===== config.mk =====
export PLATFORM = sky130hd
export DESIGN_NAME = design_switch_ctrl
export DESIGN_NICKNAME = d
export VERILOG_FILES = /design/src/rtl/tmboc_pkg.sv /design/src/rtl/design_clk_div.sv /design/src/rtl/design_switch_ctrl.sv
export SDC_FILE = /design/constraint.sdc
export NUM_CORES = 1
export LEC_CHECK = 0
export CORE_MARGIN = 3
export CORE_UTILIZATION = 49
export CTS_CLUSTER_DIAMETER = 80
export CTS_CLUSTER_SIZE = 20
export DETAILED_ROUTE_END_ITERATION = 7
export PLACE_DENSITY = 0.95
export SETUP_SLACK_MARGIN = 0.15
export SYNTH_ARGS = -nofsm -noshare
export SYNTH_HDL_FRONTEND = slang
export SYNTH_SLANG_ARGS = --single-unit

===== constraint.sdc =====
create_clock -name wb_clk_i -period 3.7 [get_ports wb_clk_i]
set_input_delay 0.74 -clock wb_clk_i [delete_from_list [all_inputs] [get_ports wb_clk_i]]
set_output_delay 0.74 -clock wb_clk_i [all_outputs]
set_load 0.005 [all_outputs]

===== src/rtl/tmboc_pkg.sv =====
// Shared types and register map for the design-slot switch controller.
// Holds the FSM state encoding, register offsets, STATUS bit positions and a byte-lane merge helper.
package tmboc_pkg;

  typedef enum logic [1:0] {
    ST_RUN    = 2'd0,
    ST_HOLD_A = 2'd1,
    ST_SWAP   = 2'd2,
    ST_HOLD_B = 2'd3
  } state_e;

  // Word offsets, i.e. wbs_adr_i[3:2]
  localparam logic [1:0] REG_CTRL   = 2'd0;
  localparam logic [1:0] REG_CLKDIV = 2'd1;
  localparam logic [1:0] REG_STATUS = 2'd2;
  localparam logic [1:0] REG_RSVD   = 2'd3;

  localparam int unsigned STATUS_BUSY_BIT = 0;
  localparam int unsigned STATUS_ERR_BIT  = 1;
  localparam int unsigned STATUS_SEL_LSB  = 8;

  localparam int unsigned CLKDIV_W = 16;

  function automatic logic [31:0] merge_lanes(input logic [31:0] old_val,
                                              input logic [31:0] new_val,
                                              input logic [3:0]  sel);
    logic [31:0] res;
    res = old_val;
    for (int unsigned b = 0; b < 4; b++) begin
      if (sel[b]) res[8*b +: 8] = new_val[8*b +: 8];
    end
    return res;
  endfunction

endpackage


===== src/rtl/design_clk_div.sv =====
// Divided design clock: toggles every div_i+1 cycles; clr_i restarts it from a low phase.
module design_clk_div #(
  parameter int unsigned DIV_W = 16
) (
  input  logic             clk_i,
  input  logic             rst_i,
  input  logic             clr_i,
  input  logic [DIV_W-1:0] div_i,
  output logic             clk_o
);

  logic [DIV_W-1:0] cnt_q, cnt_d;
  logic             tgl_q, tgl_d;

  always_comb begin
    cnt_d = cnt_q + DIV_W'(1);
    tgl_d = tgl_q;
    if (clr_i) begin
      cnt_d = '0;
      tgl_d = 1'b0;
    end else if (cnt_q == div_i) begin
      cnt_d = '0;
      tgl_d = ~tgl_q;
    end
  end

  always_ff @(posedge clk_i) begin
    if (rst_i) begin
      cnt_q <= '0;
      tgl_q <= 1'b0;
    end else begin
      cnt_q <= cnt_d;
      tgl_q <= tgl_d;
    end
  end

  assign clk_o = tgl_q;

endmodule


===== src/rtl/design_switch_ctrl.sv =====
// Wishbone-configured owner of the shared design slot: active index, glitch-safe
// reset/swap/release sequence and the divided design clock.
module design_switch_ctrl
  import tmboc_pkg::*;
#(
  parameter int unsigned NUM_DESIGNS = 16,
  parameter int unsigned SEL_W       = 5,
  parameter int unsigned RST_HOLD    = 8,
  parameter logic [31:0] BASE_ADDR   = 32'h3000_0000
) (
  input  logic                   wb_clk_i,
  input  logic                   wb_rst_i,
  input  logic                   wbs_cyc_i,
  input  logic                   wbs_stb_i,
  input  logic                   wbs_we_i,
  input  logic [3:0]             wbs_sel_i,
  input  logic [31:0]            wbs_adr_i,
  input  logic [31:0]            wbs_dat_i,
  output logic [31:0]            wbs_dat_o,
  output logic                   wbs_ack_o,
  output logic [NUM_DESIGNS-1:0] rst_o,
  output logic [SEL_W-1:0]       active_sel_o,
  output logic                   design_clk_o,
  output logic                   busy_o
);

  localparam int unsigned       CNT_W     = $clog2(RST_HOLD + 1);
  localparam logic [CNT_W-1:0]  HOLD_LAST = CNT_W'(RST_HOLD - 1);

  state_e                 state_q, state_d;
  logic [CNT_W-1:0]       cnt_q, cnt_d;
  logic [SEL_W-1:0]       target_q, target_d;
  logic [SEL_W-1:0]       active_q, active_d;
  logic                   pending_q, pending_d;
  logic                   err_q, err_d;
  logic [CLKDIV_W-1:0]    clkdiv_q, clkdiv_d;
  logic [NUM_DESIGNS-1:0] rst_q, rst_d;
  logic                   ack_q, ack_d;
  logic [31:0]            dat_q, dat_d;

  logic        hit, req, wr, ctrl_wr, div_wr, ctrl_ok, start;
  logic [1:0]  off;
  logic [31:0] ctrl_val, rdata, status;
  logic [1:0]  unused_adr;

  assign unused_adr = wbs_adr_i[1:0];

  assign hit     = (wbs_adr_i[31:4] == BASE_ADDR[31:4]);
  assign req     = wbs_cyc_i && wbs_stb_i && hit && !ack_q;
  assign wr      = req && wbs_we_i;
  assign off     = wbs_adr_i[3:2];
  assign ctrl_wr = wr && (off == REG_CTRL) && (|wbs_sel_i);
  assign div_wr  = wr && (off == REG_CLKDIV) && (|wbs_sel_i);

  // Unwritten lanes keep the current target, so out-of-range detection sees the merged word
  assign ctrl_val = merge_lanes(32'(target_q), wbs_dat_i, wbs_sel_i);
  assign ctrl_ok  = (ctrl_val < NUM_DESIGNS);
  assign start    = ctrl_wr && ctrl_ok;

  always_comb begin
    status                               = '0;
    status[STATUS_BUSY_BIT]              = (state_q != ST_RUN);
    status[STATUS_ERR_BIT]               = err_q;
    status[STATUS_SEL_LSB +: SEL_W]      = active_q;
  end

  always_comb begin
    rdata = '0;
    case (off)
      REG_CTRL:   rdata = 32'(target_q);
      REG_CLKDIV: rdata = 32'(clkdiv_q);
      REG_STATUS: rdata = status;
      default:    rdata = '0;
    endcase
  end

  always_comb begin
    ack_d    = req;
    dat_d    = (req && !wbs_we_i) ? rdata : '0;
    clkdiv_d = clkdiv_q;
    if (div_wr) begin
      if (wbs_sel_i[0]) clkdiv_d[7:0]  = wbs_dat_i[7:0];
      if (wbs_sel_i[1]) clkdiv_d[15:8] = wbs_dat_i[15:8];
    end
  end

  always_comb begin
    state_d   = state_q;
    cnt_d     = cnt_q;
    target_d  = target_q;
    active_d  = active_q;
    pending_d = pending_q;
    err_d     = err_q;

    if (start) begin
      target_d = ctrl_val[SEL_W-1:0];
      err_d    = 1'b0;
    end else if (ctrl_wr) begin
      err_d    = 1'b1;
    end

    case (state_q)
      ST_RUN: begin
        if (start) begin
          state_d = ST_HOLD_A;
          cnt_d   = '0;
        end
      end
      ST_HOLD_A: begin
        if (start) pending_d = 1'b1;
        if (cnt_q == HOLD_LAST) begin
          state_d = ST_SWAP;
          cnt_d   = '0;
        end else begin
          cnt_d   = cnt_q + CNT_W'(1);
        end
      end
      ST_SWAP: begin
        if (start) pending_d = 1'b1;
        active_d = target_d;
        state_d  = ST_HOLD_B;
        cnt_d    = '0;
      end
      ST_HOLD_B: begin
        if (start) pending_d = 1'b1;
        if (cnt_q == HOLD_LAST) begin
          cnt_d = '0;
          // A write landing on the exit edge folds into the pending re-run
          if (pending_q || start) begin
            state_d   = ST_HOLD_A;
            pending_d = 1'b0;
          end else begin
            state_d   = ST_RUN;
          end
        end else begin
          cnt_d = cnt_q + CNT_W'(1);
        end
      end
      default: begin
        state_d = ST_HOLD_B;
        cnt_d   = '0;
      end
    endcase

    for (int unsigned i = 0; i < NUM_DESIGNS; i++) begin
      rst_d[i] = (state_d != ST_RUN) || (active_d != SEL_W'(i));
    end
  end

  always_ff @(posedge wb_clk_i) begin
    if (wb_rst_i) begin
      state_q   <= ST_HOLD_B;
      cnt_q     <= '0;
      target_q  <= '0;
      active_q  <= '0;
      pending_q <= 1'b0;
      err_q     <= 1'b0;
      clkdiv_q  <= '0;
      rst_q     <= '1;
      ack_q     <= 1'b0;
      dat_q     <= '0;
    end else begin
      state_q   <= state_d;
      cnt_q     <= cnt_d;
      target_q  <= target_d;
      active_q  <= active_d;
      pending_q <= pending_d;
      err_q     <= err_d;
      clkdiv_q  <= clkdiv_d;
      rst_q     <= rst_d;
      ack_q     <= ack_d;
      dat_q     <= dat_d;
    end
  end

  design_clk_div #(
    .DIV_W (CLKDIV_W)
  ) u_clk_div (
    .clk_i (wb_clk_i),
    .rst_i (wb_rst_i),
    .clr_i (div_wr),
    .div_i (clkdiv_q),
    .clk_o (design_clk_o)
  );

  assign wbs_ack_o    = ack_q;
  assign wbs_dat_o    = dat_q;
  assign rst_o        = rst_q;
  assign active_sel_o = active_q;
  assign busy_o       = (state_q != ST_RUN);

endmodule


==> metrics.csv <==
metric,value,unit
cts_sinks,84,
netlist_instances,393,
drc,0,
worstHoldPathCells,2,
initialDrtViolationCount,156,
path_clk_slew,100,ps
via_count,3317,
timing.clock.skew,11.7,ps
antenna_cells_inserted,0,
run_status,"complete, no violations",
post_route_cells_drive_above_1_share,6.75,%
post-synth-top-count-cell,sky130_fd_sc_hd__dfxtp_1,
r2r-start,state_q[1]$_SDFF_PP1_,
grt_pass1_wl,15700,microns
number_of_nets_in_the_layout,574,
grt_start_max_net_pins,24,
setup_viol_count_final,0,
critical_path_class,input pin to flip-flop,
die-area,8610,sq um
final.period_utilization,82.6,%
detailedPlacementHpwl,7700,microns
max-clock-path-buffers,2,
ys_warn_count,0,
rsz0062_at_grt,false,
post-cts-setup-buffers,0,
report.final.slew_viol_count,0,
critical_path.startpoint_type,input pin,
share_of_the_synthesized_area_in_the_top_cell_type,45.6,%
worst_hold_path_class,flip-flop to flip-flop,
filler_cell_count,548,
setup_tns,0,ps
placement_rows,31,
area_overhead_vs_synth,35.3,%
reg2reg_to,rst_o[14]$_SDFF_PP1_,
ys.flop_type,sky130_fd_sc_hd__dfxtp_1,
design.portCount,129,
cts_resized,0,
hold_end,err_q$_SDFFE_PP0P_,
final_replace_weighted_congestion,0.899,
hold_buffers,0,
ys_types,48,
buffer_ports.inserted,110,
detail_route_antenna_nets,0,
mapped_avg_cell_area,9.39,sq um
global_route.usage.total,23.2,%
critPathMaxFanout,10,
worst_slew_margin_rel,33.5,%
chipHeight,92.8,microns
power.ir.vdd_worst,147,uV
drt_pre_antenna_iters,5,
synthTopCellsByCount,"sky130_fd_sc_hd__dfxtp_1, sky130_fd_sc_hd__nor2_1, sky130_fd_sc_hd__nand4_1",
power_density_over_the_cells,345,nW/um^2
antenna_violations_before_repair,0,
worst_skew_pair.late_latency,370,ps
cts-buffers-inserted,9,
achievable-frequency,0.327,GHz
floorplan_core_area,7290,sq um
post-synth-top-area-cell,sky130_fd_sc_hd__dfxtp_1,
globalRoute.totalOverflow,0,
maxCapViolations,0,
grt_pass1_vias,3320,
clock_tree.root_cell,sky130_fd_sc_hd__clkbuf_8,
floorplan.initialDensity,50.6,%
worstMarginPinSlew,995,ps
cellLeakagePower,1.85,nW
post_synth_main_area_contributors,"sky130_fd_sc_hd__dfxtp_1, sky130_fd_sc_hd__xnor2_1, sky130_fd_sc_hd__nor2_1",
synth_edf_count,0,
tritoncts_clock_tree,built,
place_worst_setup_slack,364,ps
die_w,92.8,microns
via_per_inst,5.50,
ys_seq_area_share,45.6,%
ys_seq_elements,84,
required,3940,ps
period_needed,3060,ps
synth_area,3690,sq um
worst-r2r-setup-slack,1430,ps
wirelength_routed,10000,microns
wire_per_inst,16.6,microns
endpoint_kind,flip-flop,
setup_slack,643,ps
worstPathArrival,3290,ps
r2r.worst_path.cells,4,
final-hold-violation-count,0,
cts_htree_levels,3,
power,1.72,mW
synth-async-reset-ratio,0,%
hp-start,err_q$_SDFFE_PP0P_,
==> power breakdown <==
part           leakage, nW  internal (mW)  switching, mW
Combinational         1.06         0.0815         0.0463
Sequential           0.678          0.907        0.00339
Clock                0.105          0.323          0.364
==> cells by family after synthesis <==
family	synth area share, %
AO/OA/AOI/OAI	8.44
XOR/XNOR	7.59
adder cells (fa/ha/maj)	0.678
buffers and inverters	6.44
flip-flops	45.6
multiplexers	5.97
other	0.102
AND/OR/NAND/NOR	25.2
==> per-layer routing <==
metal	global-route usage, %	routed length, microns	up-vias	part of all wire, %
met4	8.67	166	0	1.7
met1	25.4	3720	1586	37
met3	4.71	597	18	6.0
met5	0	0	-	0
li1	-	-	1579	-
met2	43.5	5540	134	55
==> flip-flops by register name (all words and copies together) (netlist names) <==
register,flops
clkdiv_q,16
rst_o,16
u_clk_div.cnt_q,16
wbs_dat_o,16
active_sel_o,5
target_q,5
cnt_q,4
state_q,2
err_q,1
pending_q,1
u_clk_div.clk_o,1
wbs_ack_o,1
==> area by class of cell <==
| cell class | instances | area [sq um] | share of cell area [%] |
|---|---|---|---|
| well taps | 99 | 124 | 2.48 |
| flip-flops and latches | 84 | 1680 | 33.7 |
| inverters | 7 | 26.3 | 0.526 |
| repair buffers | 114 | 1130 | 22.7 |
| multi-input cells | 283 | 1830 | 36.6 |
| clock inverters | 7 | 78.8 | 1.58 |
| clock buffers | 9 | 124 | 2.48 |
==> worst max-delay path by stage <==
stage,start,endpoint
after CTS,wbs_dat_i[8],rst_o[1]$_SDFF_PP1_
after global placement,wbs_dat_i[12],rst_o[7]$_SDFF_PP1_
after detailed placement,wbs_dat_i[12],rst_o[1]$_SDFF_PP1_
after floorplan,wbs_dat_i[19],rst_o[13]$_SDFF_PP1_
after global routing,wbs_dat_i[8],rst_o[1]$_SDFF_PP1_
final,wbs_dat_i[8],rst_o[1]$_SDFF_PP1_
==> critical path, stage by stage <==
cell                              delay, ps
sky130_fd_sc_hd__clkdlybuf4s50_1        460
sky130_fd_sc_hd__or4_1                  540
sky130_fd_sc_hd__o21ai_1                210
sky130_fd_sc_hd__and4_1                 500
sky130_fd_sc_hd__nand3_2                180
sky130_fd_sc_hd__a31oi_2                480
sky130_fd_sc_hd__nand4_1                170
==> placed cells by master (no fill, tap or decap), types with 6 or more instances in the layout <==
cell type                         synthesis  layout
sky130_fd_sc_hd__a21oi_1                 10      10
sky130_fd_sc_hd__a22oi_1                  6       6
sky130_fd_sc_hd__and2_1                  10      10
sky130_fd_sc_hd__clkbuf_8                 0       9
sky130_fd_sc_hd__clkdlybuf4s50_1          0     110
sky130_fd_sc_hd__conb_1                   1      16
sky130_fd_sc_hd__dfxtp_1                 84      84
sky130_fd_sc_hd__inv_1                    7       7
sky130_fd_sc_hd__mux2i_1                 22      22
sky130_fd_sc_hd__nand2_1                  7       7
sky130_fd_sc_hd__nand3_1                 12      12
sky130_fd_sc_hd__nand4_1                 28      28
sky130_fd_sc_hd__nor2_1                  59      59
sky130_fd_sc_hd__nor3_1                   8       8
sky130_fd_sc_hd__nor4_1                   8       8
sky130_fd_sc_hd__or4_1                    7       7
sky130_fd_sc_hd__xnor2_1                 27      27
==> per-stage QoR <==
stage          std cells  utilization (%)  area (sq um)  hold WS (ps)
2_1_floorplan        408                -          3750           455
3_3_place_gp         587             65.7          4790           483
3_5_place_dp         587             65.7          4790           489
4_1_cts              603             68.5          4990           509
5_1_grt              603             68.5          4990           528
6_report             603             68.5          4990           508
Note: power is estimated with default switching activity, not from simulation.
